File: src/rtl/apb_lsu_arb.sv
// Round-robin arbiter that turns NCH load/store request channels into APB master transfers.
// Handles byte lanes, write strobes, read extension, misalignment and the pready timeout.
module apb_lsu_arb #(
    parameter int ADDR_WIDTH = 32,
    parameter int DATA_WIDTH = 32,
    parameter int NCH        = 2,
    parameter int TIMEOUT    = 255
) (
    input  logic                      clk,
    input  logic                      rts_n,
    input  logic [NCH-1:0]            req_valid,
    output logic [NCH-1:0]            req_ready,
    input  logic [NCH*ADDR_WIDTH-1:0] req_addr,
    input  logic [NCH*DATA_WIDTH-1:0] req_wdata,
    input  logic [NCH-1:0]            req_write,
    input  logic [NCH*2-1:0]          req_size,
    input  logic [NCH-1:0]            req_unsigned,
    output logic [NCH-1:0]            rsp_valid,
    output logic [DATA_WIDTH-1:0]     rsp_rdata,
    output logic                      rsp_err,
    output logic [ADDR_WIDTH-1:0]     APB_paddr,
    output logic [DATA_WIDTH-1:0]     APB_pdata,
    input  logic [DATA_WIDTH-1:0]     APB_prdata,
    output logic                      APB_psel,
    output logic                      APB_penable,
    output logic                      APB_pwrite,
    output logic [DATA_WIDTH/8-1:0]   APB_pstb,
    input  logic                      APB_pready,
    input  logic                      APB_perr
);

    localparam int BYTES = DATA_WIDTH / 8;
    localparam int LG    = $clog2(BYTES);
    localparam int PW    = (NCH > 1) ? $clog2(NCH) : 1;
    localparam int TW    = (TIMEOUT > 0) ? $clog2(TIMEOUT + 1) : 1;

    typedef enum logic [1:0] {
        IDLE   = 2'd0,
        SETUP  = 2'd1,
        ACCESS = 2'd2,
        RESP   = 2'd3
    } state_t;

    state_t                  state_reg, state_next;
    logic [PW-1:0]           ptr_reg, ptr_next;
    logic [PW-1:0]           gnt_reg, gnt_next;
    logic [ADDR_WIDTH-1:0]   addr_reg, addr_next;
    logic [DATA_WIDTH-1:0]   wdata_reg, wdata_next;
    logic                    write_reg, write_next;
    logic [1:0]              size_reg, size_next;
    logic                    uns_reg, uns_next;
    logic                    err_reg, err_next;
    logic [DATA_WIDTH-1:0]   rdata_reg, rdata_next;
    logic [TW-1:0]           tcnt_reg, tcnt_next;

    logic [ADDR_WIDTH-1:0]   ch_addr  [NCH];
    logic [DATA_WIDTH-1:0]   ch_wdata [NCH];
    logic [1:0]              ch_size  [NCH];

    genvar gi;
    generate
        for (gi = 0; gi < NCH; gi++) begin : g_ch
            assign ch_addr[gi]  = req_addr[gi*ADDR_WIDTH +: ADDR_WIDTH];
            assign ch_wdata[gi] = req_wdata[gi*DATA_WIDTH +: DATA_WIDTH];
            assign ch_size[gi]  = req_size[gi*2 +: 2];
            assign rsp_valid[gi] = (state_reg == RESP) && (gnt_reg == PW'(gi));
        end
    endgenerate

    // First valid channel at or after the pointer, wrapping around.
    logic          found;
    logic [PW-1:0] gnt;
    always_comb begin
        int idx;
        found = 1'b0;
        gnt   = '0;
        idx   = 0;
        for (int k = 0; k < NCH; k++) begin
            idx = int'(ptr_reg) + k;
            if (idx >= NCH) idx = idx - NCH;
            if (!found && req_valid[idx]) begin
                found = 1'b1;
                gnt   = PW'(idx);
            end
        end
    end

    logic [ADDR_WIDTH-1:0] sel_addr;
    logic [1:0]            sel_size;
    logic                  sel_illegal;
    assign sel_addr = ch_addr[gnt];
    assign sel_size = ch_size[gnt];

    always_comb begin
        logic misal;
        misal = 1'b0;
        for (int b = 0; b < LG; b++) begin
            if ((b < int'(sel_size)) && sel_addr[b]) misal = 1'b1;
        end
        sel_illegal = (int'(sel_size) > LG) || misal;
    end

    logic [LG-1:0] off;
    assign off = addr_reg[LG-1:0];

    // Read data: drop the lanes below the address, keep 2^size bytes, extend the rest.
    logic [DATA_WIDTH-1:0] shifted;
    logic [DATA_WIDTH-1:0] ext_rdata;
    always_comb begin
        int nb;
        shifted = APB_prdata >> {off, 3'b000};
        nb = 8 << size_reg;
        if (nb > DATA_WIDTH) nb = DATA_WIDTH;
        for (int i = 0; i < DATA_WIDTH; i++) begin
            if (i < nb) ext_rdata[i] = shifted[i];
            else        ext_rdata[i] = !uns_reg && shifted[nb-1];
        end
    end

    logic [BYTES-1:0] wr_stb;
    always_comb begin
        for (int b = 0; b < BYTES; b++) begin
            wr_stb[b] = (b >= int'(off)) && (b < int'(off) + (1 << size_reg));
        end
    end

    always_ff @(posedge clk or negedge rts_n) begin
        if (!rts_n) begin
            state_reg <= IDLE;
            ptr_reg   <= '0;
            gnt_reg   <= '0;
            addr_reg  <= '0;
            wdata_reg <= '0;
            write_reg <= 1'b0;
            size_reg  <= 2'd0;
            uns_reg   <= 1'b0;
            err_reg   <= 1'b0;
            rdata_reg <= '0;
            tcnt_reg  <= '0;
        end else begin
            state_reg <= state_next;
            ptr_reg   <= ptr_next;
            gnt_reg   <= gnt_next;
            addr_reg  <= addr_next;
            wdata_reg <= wdata_next;
            write_reg <= write_next;
            size_reg  <= size_next;
            uns_reg   <= uns_next;
            err_reg   <= err_next;
            rdata_reg <= rdata_next;
            tcnt_reg  <= tcnt_next;
        end
    end

    logic [NCH-1:0] ready_int;
    always_comb begin
        state_next = state_reg;
        ptr_next   = ptr_reg;
        gnt_next   = gnt_reg;
        addr_next  = addr_reg;
        wdata_next = wdata_reg;
        write_next = write_reg;
        size_next  = size_reg;
        uns_next   = uns_reg;
        err_next   = err_reg;
        rdata_next = rdata_reg;
        tcnt_next  = tcnt_reg;
        ready_int  = '0;
        case (state_reg)
            IDLE: begin
                if (found) begin
                    ready_int[gnt] = 1'b1;
                    gnt_next   = gnt;
                    ptr_next   = (gnt == PW'(NCH - 1)) ? '0 : gnt + PW'(1);
                    addr_next  = sel_addr;
                    wdata_next = ch_wdata[gnt];
                    write_next = req_write[gnt];
                    size_next  = sel_size;
                    uns_next   = req_unsigned[gnt];
                    err_next   = sel_illegal;
                    rdata_next = '0;
                    state_next = sel_illegal ? RESP : SETUP;
                end
            end
            SETUP: begin
                tcnt_next  = '0;
                state_next = ACCESS;
            end
            ACCESS: begin
                if (APB_pready) begin
                    err_next   = APB_perr;
                    rdata_next = (APB_perr || write_reg) ? '0 : ext_rdata;
                    state_next = RESP;
                end else if (TIMEOUT != 0) begin
                    if (tcnt_reg == TW'(TIMEOUT - 1)) begin
                        err_next   = 1'b1;
                        rdata_next = '0;
                        state_next = RESP;
                    end else begin
                        tcnt_next = tcnt_reg + TW'(1);
                    end
                end
            end
            RESP: state_next = IDLE;
            default: state_next = IDLE;
        endcase
    end

    // The grant path is combinational on req_valid, so hold it low while reset is active.
    assign req_ready = ready_int & {NCH{rts_n}};

    assign APB_psel    = (state_reg == SETUP) || (state_reg == ACCESS);
    assign APB_penable = (state_reg == ACCESS);
    assign APB_paddr   = APB_psel ? addr_reg : '0;
    assign APB_pwrite  = APB_psel && write_reg;
    assign APB_pdata   = (APB_psel && write_reg) ? (wdata_reg << {off, 3'b000}) : '0;
    assign APB_pstb    = APB_psel ? (write_reg ? wr_stb : {BYTES{1'b1}}) : '0;

    assign rsp_rdata = (state_reg == RESP) ? rdata_reg : '0;
    assign rsp_err   = (state_reg == RESP) && err_reg;

endmodule
File: config.mk
export PLATFORM = sky130hd
export DESIGN_NAME = apb_lsu_arb
export DESIGN_NICKNAME = d
export VERILOG_FILES = /design/src/rtl/apb_lsu_arb.sv
export SDC_FILE = /design/constraint.sdc
export NUM_CORES = 1
export LEC_CHECK = 0
export CAP_MARGIN = 20
export CORE_AREA = 2 2 110 112
export DETAILED_ROUTE_END_ITERATION = 8
export DIE_AREA = 0 0 112 114
export DONT_BUFFER_PORTS = 1
export PLACE_DENSITY = 0.77
export REMOVE_ABC_BUFFERS = 1
export SLEW_MARGIN = 20
export SYNTH_ARGS = -nofsm -noshare
export SYNTH_HDL_FRONTEND = slang
export SYNTH_SLANG_ARGS = --single-unit
File: constraint.sdc
create_clock -name clk -period 5.9 [get_ports clk]
set_input_delay 0.885 -clock clk [delete_from_list [all_inputs] [get_ports clk]]
set_output_delay 0.885 -clock clk [all_outputs]
set_load 0.1 [all_outputs]
---- Yosys cells after proc, flatten, opt, wreduce, memory -nomap -nowiden ----
Cells that the tools add are included.
operators by class
  muxes and demuxes ....................... 90
  equality and inequality tests ........... 8
  add/sub/neg operators ................... 7
  bitwise logic cells ..................... 3
  reductions and logical operators ........ 24
  shifts and indexed selects .............. 4
  $lt $le $gt $ge ......................... 51
operators with widths
  operator               number
  $lt 6x32->1 const A    16
  $mux 32                16
  $lt 5x32->1 const A    8
  $lt 3x32->1 const A    4
  $lt 4x32->1 const A    4
  $lt 1x32->1 const A    2
  $lt 2x32->1 const A    2
  $lt 32x3->1 const B    2
  $pmux 32 s2            1
  $mux 1                 55
  $add 3x32->32          1
  $gt 32x7->1 const B    1
  $lt 32x7->1 const B    1
  $shl 1x2->32 const A   1
  $shl 32x5->32          1
  $shl 4x2->32 const A   1
  $shr 32x5->32          1
  $sub 32x2->32 const B  1
  $mux 2                 9
  $mux 8                 2
  $pmux 8 s2             1
  $logic_and 1x1->1      12
  $add 8x1->8 const B    1
  $eq 8x8->1 const B     1
  30 further kinds       43
word-level totals
  output and inout bits ................... 108
  logic and storage cells ................. 198
  bits in registers ....................... 113
  input port bits ......................... 174

---- Longest topological paths before layout ----
  depth in word-level cells ............... 21
  depth in mapped cells ................... 10
  depth with buffers taken out ............ 9

---- Worst setup path after synthesis ----
OpenSTA, ideal clock, no wires.
  path kind ............................... register -> output
  start point ............................. register state_reg[1]
  end point ............................... output port APB_pdata[29]
  data arrival time ....................... 4229 ps
  cell stages (with the launch flop) ...... 7
  setup slack ............................. 786 ps
  required time ........................... 5015 ps
  buffers on the path ..................... 2
  cell sequence ........................... dfrtp_1 > inv_1 > ha_1 > clkbuf_1 > nand2_1 > clkbuf_1 > a211oi_1
between the ends
  longest elaborated chain between the ends .. 4
  elaborated cells between the ends (all ways) .. 5
  classes of those cells .................. eq/ne: 2; mux: 1; reduce/logical: 2
ends and longest elaborated chain
  element                                   RTL line  RTL
  from (decl)                               44        state_t state_reg, state_next;
  from (signal assigned)                    141       state_reg <= state_next;
  $eq 2x1->1 or $eq 2x2->1 (tied branches)  212       assign APB_psel = (state_reg == SETUP) || (state_reg == ACCESS);
  $logic_or 1x1->1 (*)                      212
  net APB_psel                              24        output logic APB_psel,
  $logic_and 1x1->1 (*)                     216       assign APB_pdata = (APB_psel && write_reg) ? (wdata_reg << {off, 3'b000}) : '0;
  $mux 32 (*)                               216
  to (decl)                                 22        output logic [DATA_WIDTH-1:0] APB_pdata,
The timed path passes the listed nets; every way through them passes the cells marked *.

---- Worst setup path in the final report ----
  start point ............................. register state_reg[1]
  end point ............................... output port APB_pdata[1]
between the ends
  longest elaborated chain between the ends .. 4
  elaborated cells between the ends (all ways) .. 5
  classes of those cells .................. eq/ne: 2; mux: 1; reduce/logical: 2
ends and longest elaborated chain
  element                                   RTL line  RTL
  $eq 2x1->1 or $eq 2x2->1 (tied branches)  212
  $logic_or 1x1->1 (*)                      212
  $logic_and 1x1->1 (*)                     n/a
  net APB_pwrite                            26        output logic APB_pwrite,
  $mux 32 (*)                               216
Marks and branches as above.

==> impl_metrics.json <==
{
  "grt_pass1_wl_um": 28700,
  "setup_viol": 0,
  "critPathLaunchType": "register",
  "crit_path_top_delay_cell": "inv_1",
  "cts_made_buffers": 17,
  "fin_area_mm2": 0.00795,
  "die_w_um": 112,
  "grt_max_degree": 116,
  "io_pins": 282,
  "syn_inst": 739,
  "drtPass1Iterations": 5,
  "synth_edf_count": 0,
  "nets": 922,
  "grt_pass1_vias": 5602,
  "cts_sinks": 113,
  "post-place-ws_ns": 1.63,
  "crit_path_cell_trace": "inv_1, ha_2, nand2_1, buf_4, inv_1, nand2_1, nor2_1, and2_1, buf_12",
  "grt.overflow.total": 0,
  "drc_errors": 0,
  "multi_input_area_mm2": 0.00390,
  "async_flop_share": 1.00,
  "drtIter0Drc": 488,
  "seqCellArea_mm2": 0.00283,
  "synthTopCellsByArea": "dfrtp_1 (42%), mux2i_1 (15%), and2_1 (6.9%)",
  "cts.path.max_buffers": 2,
  "fill_cells": 920,
  "synth_seq_cells": 113,
  "ys_warn_count": 0,
  "ff2ff_setup_slack_ns": 2.83,
  "fin_skew_ns": 0.00497,
  "syn_to_final_growth_pct": 16.8,
  "ys_types": 49,
  "arrival_ns": 3.80,
  "crit_path_end_kind": "output pin",
  "wl_per_cell_um": 20.6,
  "synth_top_area_frac": 0.415,
  "crit_fanout": 17,
  "yosysMostFrequentCell": "dfrtp_1",
  "worstMarginPinSlew_ns": 1.14,
  "clkTransAtPathRegs_ns": 0.05,
  "fp-row-count": 40,
  "n_antenna_cell": 0,
  "root_buffer": "clkbuf_16",
  "portBuffers": 0,
  "hold_violations": 0,
  "die_h_um": 114,
  "drv_cap": 0,
  "ff2ff_path_depth": 7,
  "ant_nets": 0,
  "initial_core_util": 0.581,
  "crit_type": "register to output pin",
  "max_stage_delay_ns": 0.67,
  "cts_tree": "yes",
  "crit_family": "simple AND/OR/NAND/NOR gates",
  "yosys.area.top_type": "dfrtp_1",
  "finalMaxSlewViolations": 0,
  "synth_common_cells": "dfrtp_1 (113), mux2i_1 (105), nand2_1 (103)",
  "num_vias": 5603,
  "cts_hold_buffers": 0,
  "rsz0062_at_grt": "no",
  "fin_crit_ns": 4.69,
  "coreArea_mm2": 0.0117,
  "die_area_mm2": 0.0128,
  "grt_antenna_before_repair": 0,
  "grt_usage": 0.284,
  "vias_per_cell": 6.25,
  "htree_levels": 4,
  "synth.avg_cell_area_um2": 9.21,
  "fmax_mhz": 213,
  "layout_setup_ws_ns": 1.21,
  "place_area_mm2": 0.00729,
  "worstSkewPairLatency_ns": 0.41,
  "post-route-period-util": 0.794,
  "drt-total-wl_um": 18500,
  "synthFlopType": "dfrtp_1",
  "status": "finished clean",
  "cp.required_ns": 5.02,
  "cts_setup_buffers": 0,
  "cp.depth": 9,
  "dpl.hpwl_um": 12900,
  "seq_area_frac_synth": 0.415,
  "hold_path_class": "input pin to asynchronous set/reset pin",
  "mappedNetlistArea_mm2": 0.00681,
  "gp_congestion": 0.896,
  "post_cts_resized": 0,
  "slew_headroom": 0.241,
  "critPathBufInv": 4,
  "drive_above_1_share": 0.148
}
==> worst reg2reg max path: cells and delay by family, from the launching register on <==
kind	cells	cell delay [ns]
AO/OA/AOI/OAI	3	0.83
buffers and inverters	2	0.82
flip-flops	1	0.35
AND/OR/NAND/NOR	2	1.01
==> layout make-up <==
cell class	count	area share
sequential	113	0.356
clock buffer	20	0.0562
clock inverter	12	0.0236
timing repair buffer	34	0.0447
inverter	12	0.00566
tap	147	0.0231
multi-input combinational	559	0.491
==> stage by stage <==
stage / TNS, ns / hold slack (ns) / utilization / cells
2_1_floorplan: -1.83 / 0.431 / - / 684
3_3_place_gp: 0 / 0.447 / 0.623 / 865
3_5_place_dp: 0 / 0.449 / 0.623 / 865
4_1_cts: 0 / 0.152 / 0.677 / 897
5_1_grt: 0 / 0.155 / 0.679 / 897
6_report: 0 / 0.170 / 0.679 / 897
==> placed cells by master, fill, tap and decap left out, types with 4 or more instances in the layout <==
cell type / Yosys / final
ha_1: 10 / 9
a211o_1: 8 / 7
buf_12: 0 / 8
a22o_1: 11 / 11
mux2i_1: 105 / 105
a22oi_1: 4 / 4
nor2_2: 0 / 18
and2_1: 75 / 75
inv_1: 11 / 11
nor2b_1: 11 / 10
o21ai_0: 80 / 80
clkinv_2: 0 / 6
nand2_1: 103 / 102
nor2_1: 42 / 24
dfrtp_1: 113 / 111
a221o_1: 9 / 9
a21oi_1: 25 / 22
bufinv_16: 0 / 5
a32o_1: 7 / 7
a21o_1: 4 / 4
nand3_1: 7 / 7
a211oi_1: 17 / 9
a211oi_4: 0 / 8
buf_4: 0 / 26
clkbuf_16: 0 / 17
==> routing by layer <==
metal  vias to the layer above  track usage  wire, µm
met4                         0        0.130       514
li1                       2588            -         -
met5                         -            0         0
met2                       257        0.484      9310
met3                        38       0.0850      1440
met1                      2720        0.331      7180
==> cell families (layout without fill, tap and decap cells) <==
kind of cell | count (synthesis) | in the layout | synth area share
AO/OA/AOI/OAI | 182 | 182 | 0.176
XOR/XNOR | 3 | 3 | 0.00386
adder cells (fa/ha/maj) | 11 | 11 | 0.0213
buffers and inverters | 67 | 78 | 0.0415
flip-flops | 113 | 113 | 0.415
multiplexers | 108 | 108 | 0.159
AND/OR/NAND/NOR | 255 | 255 | 0.183
==> worst paths after layout <==
path	endpoint	start
min in group clk	addr_reg[31]	addr_reg[31]
worst max-delay path	APB_pdata[1]	state_reg[1]
max in group asynchronous	addr_reg[0]	rts_n
worst max register to register	rdata_reg[29]	addr_reg[1]
worst min-delay path	tcnt_reg[3]	rts_n
worst min register to register	addr_reg[31]	addr_reg[31]
Power is left out: the tool's default activity adds up to more than one toggle a clock period on the data nets, which glitch-free logic cannot reach.
